$ cat config.mk
export PLATFORM = sky130hd
export DESIGN_NAME = barrel_unshifter_seq
export DESIGN_NICKNAME = d
export VERILOG_FILES = /design/src/rtl/barrel_unshifter_seq.sv
export SDC_FILE = /design/constraint.sdc
export NUM_CORES = 1
export LEC_CHECK = 0
export ABC_AREA = 1
export CORE_AREA = 2 2 39 41
export DETAILED_ROUTE_END_ITERATION = 12
export DIE_AREA = 0 0 41 43
export GPL_ROUTABILITY_DRIVEN = 0
export GPL_TIMING_DRIVEN = 0
export PLACE_DENSITY_LB_ADDON = 0.15
export REMOVE_ABC_BUFFERS = 1
export SETUP_SLACK_MARGIN = 0.02
export SLEW_MARGIN = 30
export SYNTH_ARGS = -nofsm -noshare
export SYNTH_HDL_FRONTEND = slang
export SYNTH_SLANG_ARGS = --single-unit
export TNS_END_PERCENT = 5
$ cat constraint.sdc
create_clock -name clk -period 3.1 [get_ports clk]
set_input_delay 0.775 -clock clk [delete_from_list [all_inputs] [get_ports clk]]
set_output_delay 0.775 -clock clk [all_outputs]
set_load 0.01 [all_outputs]
$ cat src/rtl/barrel_unshifter_seq.sv
// rtl/barrel_unshifter_seq.sv - sequential right-rotate that undoes a left barrel rotate
// One rotate step per clock; start/ready/done handshake with registered result.
module barrel_unshifter_seq #(
  parameter int WIDTH = 4,
  parameter int SW    = $clog2(WIDTH)
) (
  input  logic             clk,
  input  logic             rst,
  input  logic             start,
  input  logic [WIDTH-1:0] data_in,
  input  logic [SW-1:0]    shamt,
  output logic             ready,
  output logic             done,
  output logic [WIDTH-1:0] data_out
);

  typedef enum logic [1:0] {
    S_IDLE   = 2'd0,
    S_ROTATE = 2'd1,
    S_DONE   = 2'd2
  } state_t;

  state_t           state;
  state_t           state_nxt;
  logic [WIDTH-1:0] sr;
  logic [WIDTH-1:0] sr_rot;
  logic [SW-1:0]    cnt;

  assign sr_rot = {sr[0], sr[WIDTH-1:1]};

  always_ff @(posedge clk) begin
    if (rst) begin
      state <= S_IDLE;
    end else begin
      state <= state_nxt;
    end
  end

  always_comb begin
    state_nxt = state;
    case (state)
      S_IDLE: begin
        if (start) begin
          state_nxt = (shamt == '0) ? S_DONE : S_ROTATE;
        end
      end
      S_ROTATE: begin
        if (cnt == SW'(1)) begin
          state_nxt = S_DONE;
        end
      end
      S_DONE:  state_nxt = S_IDLE;
      default: state_nxt = S_IDLE;
    endcase
  end

  always_comb begin
    ready = (state == S_IDLE);
    done  = (state == S_DONE);
  end

  // data_out is captured on the same edge that enters DONE, so it is valid with done
  always_ff @(posedge clk) begin
    if (rst) begin
      sr       <= '0;
      cnt      <= '0;
      data_out <= '0;
    end else begin
      case (state)
        S_IDLE: begin
          if (start) begin
            sr  <= data_in;
            cnt <= shamt;
            if (shamt == '0) begin
              data_out <= data_in;
            end
          end
        end
        S_ROTATE: begin
          sr  <= sr_rot;
          cnt <= cnt - SW'(1);
          if (cnt == SW'(1)) begin
            data_out <= sr_rot;
          end
        end
        default: ;
      endcase
    end
  end

endmodule

==> out/metrics.cfg <==
[run_status]
outcome=complete, no violations

[cts]
clock_path_buffers=2
cts_tree=built
clockRootBuffer=clkbuf_4
cts.clk_slew.worst_paths_ps=70
cts_sinks=12
cts_buffers=3
htreeDepth=1
hold_buffers=0
ctsResizeCount=0
post-cts-setup-buffer-count=0
worstSkewPairLatency_ps=270

[power_and_ir_drop]
power_frac_seq=0.475
p_per_area_mw_per_mm2=491
p_int_uw=267
pwr-share-clk=0.244
swShare=0.310
leakage_nw=0.380
power_frac_comb=0.280
peakVddDrop_mv=0.231
p_switching_uw=120

[layout]
drive_gt1_frac=0.0841
final_cell_area_um2=788
areaGrowthSynthToFinish_pct=28.6
diodes=0
final_common_cell=nand2_1
most-common-layout-cells=nand2_1 (23), nor2_1 (21), clkdlybuf4s50_1 (14), dfxtp_1 (12), inv_1 (10)
nFillCells=150
nNetsFinal=119

[yosys]
synth_cell_types=17
synth_fa_ha_area_frac=0.0204
synth_mux_area_frac=0
ys_warn_count=0
synth_seq_cells=12
ys_seq_area_frac=0.392
yosys.area_share.simple=0.378
avgSynthCellArea_um2=6.74
synth-xor-area-share=0
syn-cell-area_um2=613
synth_compound_area_frac=0.116
synth_cells=91
synth_top_family_by_area=simple AND/OR/NAND/NOR gates

[sta]
hold_viol_final=0
setup_tns_ps=0
slew_violations=0
slew-limit-headroom=0.747
rsz0062_at_grt=false
period_minus_slack_ps=2230
skew_ps=0.541
min_period_over_period=0.719
finalSetupViolCount=0
fmax_ghz=0.448
tightest_slew_ps=378

[detailed_routing]
drc=0
routed_wl_um=1190
via_per_inst=4.67
firstDrtPassIters=4
final_antenna_net_count=0
vias=575
wire_per_inst_um=9.70
drt_iter0_drc=9

[floorplan]
io_pins=15
coreArea_mm2=0.00138
fp-row-count=14
start_util=0.443
dieHeight_um=43
chipWidth_um=41
die_area_mm2=0.00176

[critical_path]
cp.arrival_ps=1450
critPathKind=reg2out
cp_cell_sequence=nor2_1, clkdlybuf4s50_1
cp_num_buf_inv=1
start_kind=flop
critPathTopFamily=buffers and inverters
crit_required_ps=2320
slowest_stage=clkdlybuf4s50_1
max_stage_delay_ps=570
critical_path.max_fanout=10
cp-end-kind=output pin

[place]
dp_hpwl_um=862
placed_cell_area_um2=766
port_buffers=14

[global_route]
antenna_found_initial=0
grt_pass1_wl_um=2010
first_global_vias=472
grt_usage=0.169
grt_max_degree=11
grt.overflow.total=0

[job]
drv_cap=0

[min_path]
min_path_type=reg2reg

[power groups by stage]
stage                     clock (mW)  sequential (mW)  combinational (mW)
after global routing           0.103            0.187               0.123
after detailed placement           0            0.188               0.109
after global placement             0            0.187               0.108
after CTS                     0.0970            0.184               0.110
after floorplan                    0            0.189              0.0658
final                         0.0945            0.184               0.109
[state kept, by name (all words and copies together) (netlist names)]
register / count
sr: 4
data_out: 4
state: 2
cnt: 2
[synthesized netlist by cell type (all sizes together)]
master	instances	area share
a21oi	1	0.0082
a211oi	1	0.012
o21bai	1	0.012
nand2	24	0.16
dfxtp	12	0.39
nand3	7	0.078
o21ai	8	0.084
nor2	21	0.13
inv	12	0.073
clkinv	1	0.0082
buf	1	0.012
ha	1	0.020
nand3b	1	0.012
[logic make-up after synthesis]
logic type | Yosys count
and+or+nand+nor | 53
buffers and inverters | 14
DFF | 12
AOI/OAI and AO/OA | 11
adders and majority gates | 1
[final timing paths]
kind,cells after the start,slack (ps),startpoint,end
worst min register to register,4,510,data_out[2]$_SDFFE_PP0P_,data_out[2]$_SDFFE_PP0P_
worst max-delay path,2,870,state[0]$_SDFFE_PP0P_,ready
worst min-delay path,4,510,data_out[2]$_SDFFE_PP0P_,data_out[2]$_SDFFE_PP0P_
worst max register to register,5,1780,state[0]$_SDFFE_PP0P_,data_out[0]$_SDFFE_PP0P_
[stage by stage]
| stage | std cells | power, mW | hold WS, ps | util | setup WS, ps |
|---|---|---|---|---|---|
| CTS | 123 | 0.391 | 517 | 0.570 | 856 |
| global route | 123 | 0.413 | 534 | 0.570 | 779 |
| global placement | 120 | 0.295 | 493 | 0.553 | 1070 |
| finish | 123 | 0.387 | 510 | 0.570 | 870 |
| floorplan | 90 | 0.254 | 467 | - | 1670 |
| detailed placement | 120 | 0.296 | 498 | 0.553 | 1070 |
[worst register-to-register path: cells and delay by family (launching register included)]
family	cells	cell delay (ps)
compound gates	1	160
flops	1	550
simple gates	4	510
[cell type report]
type                       count  area, um^2  share of cell area
multi-input combinational     65         315               0.400
sequential                    12         240               0.305
timing repair buffer          14         140               0.178
inverter                      13        50.0              0.0635
clock buffer                   3        22.5              0.0286
tap                           16        20.0              0.0254
[layer usage]
layer / wire, um / track usage / vias to the layer above
met3: 49 / 0.0314 / 4
met2: 531 / 0.222 / 15
met4: 22 / 0.0800 / 0
met1: 590 / 0.255 / 239
met5: 0 / 0 / -
li1: - / - / 317
Power figures use the tool's default switching activity.
